## config.mk

```make
export PLATFORM = sky130hd
export DESIGN_NAME = bcd_seq_conv
export DESIGN_NICKNAME = d
export VERILOG_FILES = /design/src/rtl/bcd_seq_conv.sv
export SDC_FILE = /design/constraint.sdc
export NUM_CORES = 1
export LEC_CHECK = 0
export ABC_AREA = 1
export CAP_MARGIN = 5
export CORE_ASPECT_RATIO = 0.6
export CORE_MARGIN = 8
export CORE_UTILIZATION = 30
export CTS_BUF_LIST = sky130_fd_sc_hd__clkbuf_16
export CTS_CLUSTER_DIAMETER = 100
export DETAILED_ROUTE_END_ITERATION = 8
export PLACE_DENSITY = 0.57
export RECOVER_POWER = 100
export SLEW_MARGIN = 20
export SYNTH_ARGS = -nofsm -noshare
export SYNTH_HDL_FRONTEND = slang
export SYNTH_SLANG_ARGS = --single-unit
```

## constraint.sdc

```tcl
create_clock -name clk -period 3.11 [get_ports clk]
set_input_delay 0.622 -clock clk [delete_from_list [all_inputs] [get_ports clk]]
set_output_delay 0.622 -clock clk [all_outputs]
set_load 0.03 [all_outputs]
```

## src/rtl/bcd_seq_conv.sv

```systemverilog
// bcd_seq_conv: iterative double-dabble (shift-and-add-3) binary-to-BCD converter.
//
// A start pulse in idle captures bin_in. The converter then takes N shift steps and a
// single finish cycle, and raises a one-cycle done pulse together with the new
// bcd_out/ovf. Values that do not fit in DIGITS decimal digits saturate to all nines
// and set ovf.
//
// Ports:
//   clk      in   system clock, rising edge
//   rst      in   asynchronous active-high reset
//   start    in   conversion request, honoured only in idle
//   bin_in   in   [N-1:0] binary value, sampled on the accepting edge
//   busy     out  high while a conversion is in progress
//   done     out  one-cycle pulse when bcd_out/ovf update
//   ovf      out  last converted value was >= 10^DIGITS
//   bcd_out  out  [4*DIGITS-1:0] digit 0 (ones) in [3:0], digit 1 in [7:4], ...
//
// Optional feature macro: BCD_LEADING_BLANK_EN
//   When defined, the result replaces every digit above the most significant
//   nonzero digit with 4'hF (blank). Digit 0 is never blanked, and saturated
//   (overflow) results are never blanked.
module bcd_seq_conv #(
    parameter int unsigned N      = 13,
    parameter int unsigned DIGITS = 4
) (
    input  logic                  clk,
    input  logic                  rst,
    input  logic                  start,
    input  logic [N-1:0]          bin_in,
    output logic                  busy,
    output logic                  done,
    output logic                  ovf,
    output logic [4*DIGITS-1:0]   bcd_out
);

    localparam int unsigned BW   = 4 * DIGITS;
    localparam int unsigned CNTW = $clog2(N + 1);
    // Comparison width wide enough for both the input and 10^DIGITS.
    localparam int unsigned LW   = (N > 64) ? N : 64;

    function automatic logic [LW-1:0] pow10(input int unsigned d);
        logic [LW-1:0] p;
        p = LW'(1);
        for (int unsigned i = 0; i < d; i++) begin
            p = p * LW'(10);
        end
        return p;
    endfunction

    localparam logic [LW-1:0] LIMIT = pow10(DIGITS);

    typedef enum logic [1:0] {StIdle, StConv, StFin} state_e;

    state_e            state_q, state_d;
    logic [N-1:0]      shift_q, shift_d;
    logic [BW-1:0]     scratch_q, scratch_d;
    logic [CNTW-1:0]   count_q, count_d;
    logic              oflow_q, oflow_d;
    logic              busy_q, busy_d;
    logic              done_q, done_d;
    logic              ovf_q, ovf_d;
    logic [BW-1:0]     bcd_q, bcd_d;

    logic [BW-1:0]     scratch_adj;
    logic [BW-1:0]     result;

    // Add-3 correction on every digit >= 5, applied before the shift.
    always_comb begin
        scratch_adj = scratch_q;
        for (int i = 0; i < int'(DIGITS); i++) begin
            if (scratch_q[4*i +: 4] >= 4'd5) begin
                scratch_adj[4*i +: 4] = scratch_q[4*i +: 4] + 4'd3;
            end
        end
    end

    // Final value presented at the finish edge.
`ifdef BCD_LEADING_BLANK_EN
    logic seen_nz;
`endif
    always_comb begin
        result = scratch_q;
`ifdef BCD_LEADING_BLANK_EN
        seen_nz = 1'b0;
        for (int i = int'(DIGITS) - 1; i >= 1; i--) begin
            if (scratch_q[4*i +: 4] != 4'd0) begin
                seen_nz = 1'b1;
            end
            if (!seen_nz) begin
                result[4*i +: 4] = 4'hF;
            end
        end
`endif
        if (oflow_q) begin
            result = {DIGITS{4'd9}};
        end
    end

    always_comb begin
        state_d   = state_q;
        shift_d   = shift_q;
        scratch_d = scratch_q;
        count_d   = count_q;
        oflow_d   = oflow_q;
        busy_d    = busy_q;
        done_d    = 1'b0;
        ovf_d     = ovf_q;
        bcd_d     = bcd_q;

        unique case (state_q)
            StIdle: begin
                if (start) begin
                    shift_d   = bin_in;
                    scratch_d = '0;
                    count_d   = CNTW'(N);
                    oflow_d   = (LW'(bin_in) >= LIMIT);
                    busy_d    = 1'b1;
                    state_d   = StConv;
                end
            end
            StConv: begin
                scratch_d = {scratch_adj[BW-2:0], shift_q[N-1]};
                shift_d   = shift_q << 1;
                // A bit leaving the top digit means the value needs more digits.
                oflow_d   = oflow_q | scratch_adj[BW-1];
                count_d   = count_q - CNTW'(1);
                if (count_q == CNTW'(1)) begin
                    state_d = StFin;
                end
            end
            StFin: begin
                bcd_d   = result;
                ovf_d   = oflow_q;
                done_d  = 1'b1;
                busy_d  = 1'b0;
                state_d = StIdle;
            end
            default: begin
                state_d = StIdle;
            end
        endcase
    end

    always_ff @(posedge clk or posedge rst) begin
        if (rst) begin
            state_q   <= StIdle;
            shift_q   <= '0;
            scratch_q <= '0;
            count_q   <= '0;
            oflow_q   <= 1'b0;
            busy_q    <= 1'b0;
            done_q    <= 1'b0;
            ovf_q     <= 1'b0;
            bcd_q     <= '0;
        end else begin
            state_q   <= state_d;
            shift_q   <= shift_d;
            scratch_q <= scratch_d;
            count_q   <= count_d;
            oflow_q   <= oflow_d;
            busy_q    <= busy_d;
            done_q    <= done_d;
            ovf_q     <= ovf_d;
            bcd_q     <= bcd_d;
        end
    end

    assign busy    = busy_q;
    assign done    = done_q;
    assign ovf     = ovf_q;
    assign bcd_out = bcd_q;

endmodule
```

==> impl_metrics.tcl <==
set metrics [dict create \
    syn_avg_cell_area_um2 8.327 \
    intPower_mw 1.888 \
    clk_path_buf_depth 2 \
    swShare_pct 43.76 \
    drv_cap 0 \
    synth_area_mm2 0.002731 \
    core_mm2 0.009020 \
    dieArea_mm2 0.01251 \
    end_kind "flip-flop" \
    ys_warn_count 0 \
    antenna_found_initial 0 \
    worstPathRequired_ns 3.31 \
    htreeDepth 2 \
    tightestPinTransition_ns 1.102 \
    yosys-top-cells-count "nand2_1, dfrtp_1, inv_1" \
    die_height_um 89.91 \
    p_seq_share_pct 36.1 \
    globalplace.congestion 0.8220 \
    drt_iter0_markers 136 \
    diodes 0 \
    path_depth 5 \
    grt_setup_unrepaired "false" \
    finalCritPeriodShare_pct 74.60 \
    switchingPower_mw 1.469 \
    die_w_um 139.2 \
    reg2reg_to "bcd_out[10]$_DFFE_PP0P_" \
    place_ws_ns 0.9682 \
    drive_gt1_share_pct 3.857 \
    powerDensity_mw_per_mm2 1032 \
    path_class "flip-flop to flip-flop" \
    p_leak_nw 1.592 \
    cts_hold_buf 0 \
    ant_nets 0 \
    synth_edf_count 0 \
    ir_drop_v 0.0002803 \
    ys_seq_elements 55 \
    cp-startpoint "state_q[0]$_DFFE_PP0P_" \
    fillerInstances 915 \
    pin_count 35 \
    slew_viol_final 0 \
    wl_um 6020 \
    status "complete, no violations" \
    r2r-start "state_q[0]$_DFFE_PP0P_" \
    crit_chain "inv_1 > nand2_1 > nor2_1 > inv_2 > o21ai_0" \
    tns_ns 0 \
    cp_num_buf_inv 2 \
    tritoncts "built" \
    start_util_pct 30.28 \
    fin_ws_ns 0.7899 \
    crit_path_start_kind "flip-flop" \
    worst_hold_slack_ns 0.4776 \
    cts_buffers 5 \
    grt_use_total_pct 10.06 \
    crit_arrival_ns 2.52 \
    synth_cells 328 \
    syn_nets 354 \
    min_path_type "flip-flop to flip-flop" \
    cp_max_fo 11 \
    placed_area_mm2 0.003157 \
    critPathCapture "bcd_out[10]$_DFFE_PP0P_" \
    via_per_inst 4.553 \
    io_buffers 34 \
    place_hpwl_um 4343 \
    drc_errors 0 \
    finClkSkew_ns 0.008072 \
    syn2layout_area_growth_pct 19.15 \
    finalCriticalPeriod_ns 2.320 \
    critPathTopFamily "simple AND/OR/NAND/NOR gates" \
    synthFlopType "dfrtp_1" \
    grt_max_degree 33 \
    synth_area_leaders "dfrtp_1, nand2_1, inv_1" \
    power_frac_comb_pct 48.0 \
    ys_async_sr_fraction_pct 100.0 \
    clk_pin_slew_ns 0.06 \
    synth_top_area_cell "dfrtp_1" \
    reg2reg_slack_ns 0.79 \
    power.total_mw 3.357 \
    cts_setup_buffers 0 \
    finalHoldViolCount 0 \
    cts_resized 0 \
    reg2reg_depth 5 \
    ff_latch_area_mm2 0.001376 \
    clk_latency_ns 0.29 \
    timing.fmax_mhz 431.0 \
    ys_seq_area_share_pct 50.39 \
    ys_types 23 \
    final-setup-viol-count 0 \
    grt_pass1_vias 2208 \
    cp_slowest_stage_delay_ns 0.96 \
    clockPowerShare_pct 15.9 \
    drt_first_pass_iters 4 \
    relSlewSlack_pct 26.27 \
    clock-root-buffer "clkbuf_16" \
    final_cell_area_mm2 0.003254 \
    multiInputGateArea_mm2 0.001059 \
    synth.most_common_cell "nand2_1" \
    grt_pass1_wl_um 10470 \
    yosysTopAreaCellShare_pct 50.39 \
    instances_no_fill 479 \
    num_rows 27 \
    dp.cells 471 \
    cts.sinks 55 \
    grt_overflow_total 0 \
    slowest_stage "nor2_1" \
    vias 2181 \
    nets 388 \
    fin_util_pct 36.08 \
    wire_per_inst_um 12.57 \
]
[worst min-delay path, cell delays in order (launching register included)]
cell and delay, ns:
dfrtp_1 0.34, nand2_1 0.05, nand2_1 0.05
[metal layers]
layer	GRT usage [%]	vias to the layer above	routed length, um
met2	15.99	35	2679
met5	0	-	0
li1	-	1114	-
met1	13.01	1030	3074
met3	2.797	2	231
met4	3.270	0	35
[final cells by class]
cell class / instances / share of cell area, %
inverter: 47 / 5.498
timing repair buffer: 37 / 11.03
clock inverter: 3 / 0.3460
sequential: 55 / 42.29
multi-input combinational: 216 / 32.53
clock buffer: 5 / 3.845
tap: 116 / 4.460
[power groups by stage]
stage          clock network (mW)  registers, mW  logic [mW]
3_3_place_gp                    0           1.23        1.67
2_1_floorplan                   0           1.39        1.13
4_1_cts                     0.553           1.23        1.73
5_1_grt                     0.589           1.26        1.86
6_report                    0.533           1.21        1.61
3_5_place_dp                    0           1.24        1.73
[cell usage in the layout (no fill, tap or decap)]
cell type        instances
inv_1                   46
a21oi_1                  8
clkdlybuf4s50_1         13
clkbuf_1                 1
nor3_1                   1
nand4_1                  8
o22ai_1                  2
dfrtp_1                 55
o21ai_0                 39
ha_1                    10
nand2_1                 96
o21ai_2                  5
dlygate4sd3_1           21
clkbuf_16                5
inv_2                    1
nand3_1                 27
clkinv_1                 2
o21bai_1                 2
nor2_1                  15
o21ai_1                  2
buf_4                    2
inv_4                    1
mux2i_1                  1
[state kept, by name (all words and copies together) (netlist names), 2 cells and up]
name,flops
bcd_out,16
count_q,4
scratch_q,16
shift_q,13
state_q,2
[logic make-up after synthesis]
kind of cell,synth area share (%)
compound gates,12.41
simple gates,22.68
fa+ha+maj,4.581
flops,50.39
buf+inv,9.574
mux,0.3665
[how the worst min path moves through the flow]
stage,end,from,slack [ns],cells after the start
3_3_place_gp,busy$_DFFE_PP0P_,busy$_DFFE_PP0P_,0.45,2
6_report,busy$_DFFE_PP0P_,busy$_DFFE_PP0P_,0.48,2
3_5_place_dp,scratch_q[13]$_DFFE_PP0P_,scratch_q[13]$_DFFE_PP0P_,0.47,2
4_1_cts,count_q[3]$_DFFE_PP0P_,count_q[3]$_DFFE_PP0P_,0.49,2
5_1_grt,busy$_DFFE_PP0P_,busy$_DFFE_PP0P_,0.49,2
2_1_floorplan,scratch_q[13]$_DFFE_PP0P_,scratch_q[13]$_DFFE_PP0P_,0.45,2
Power figures use the tool's default switching activity.
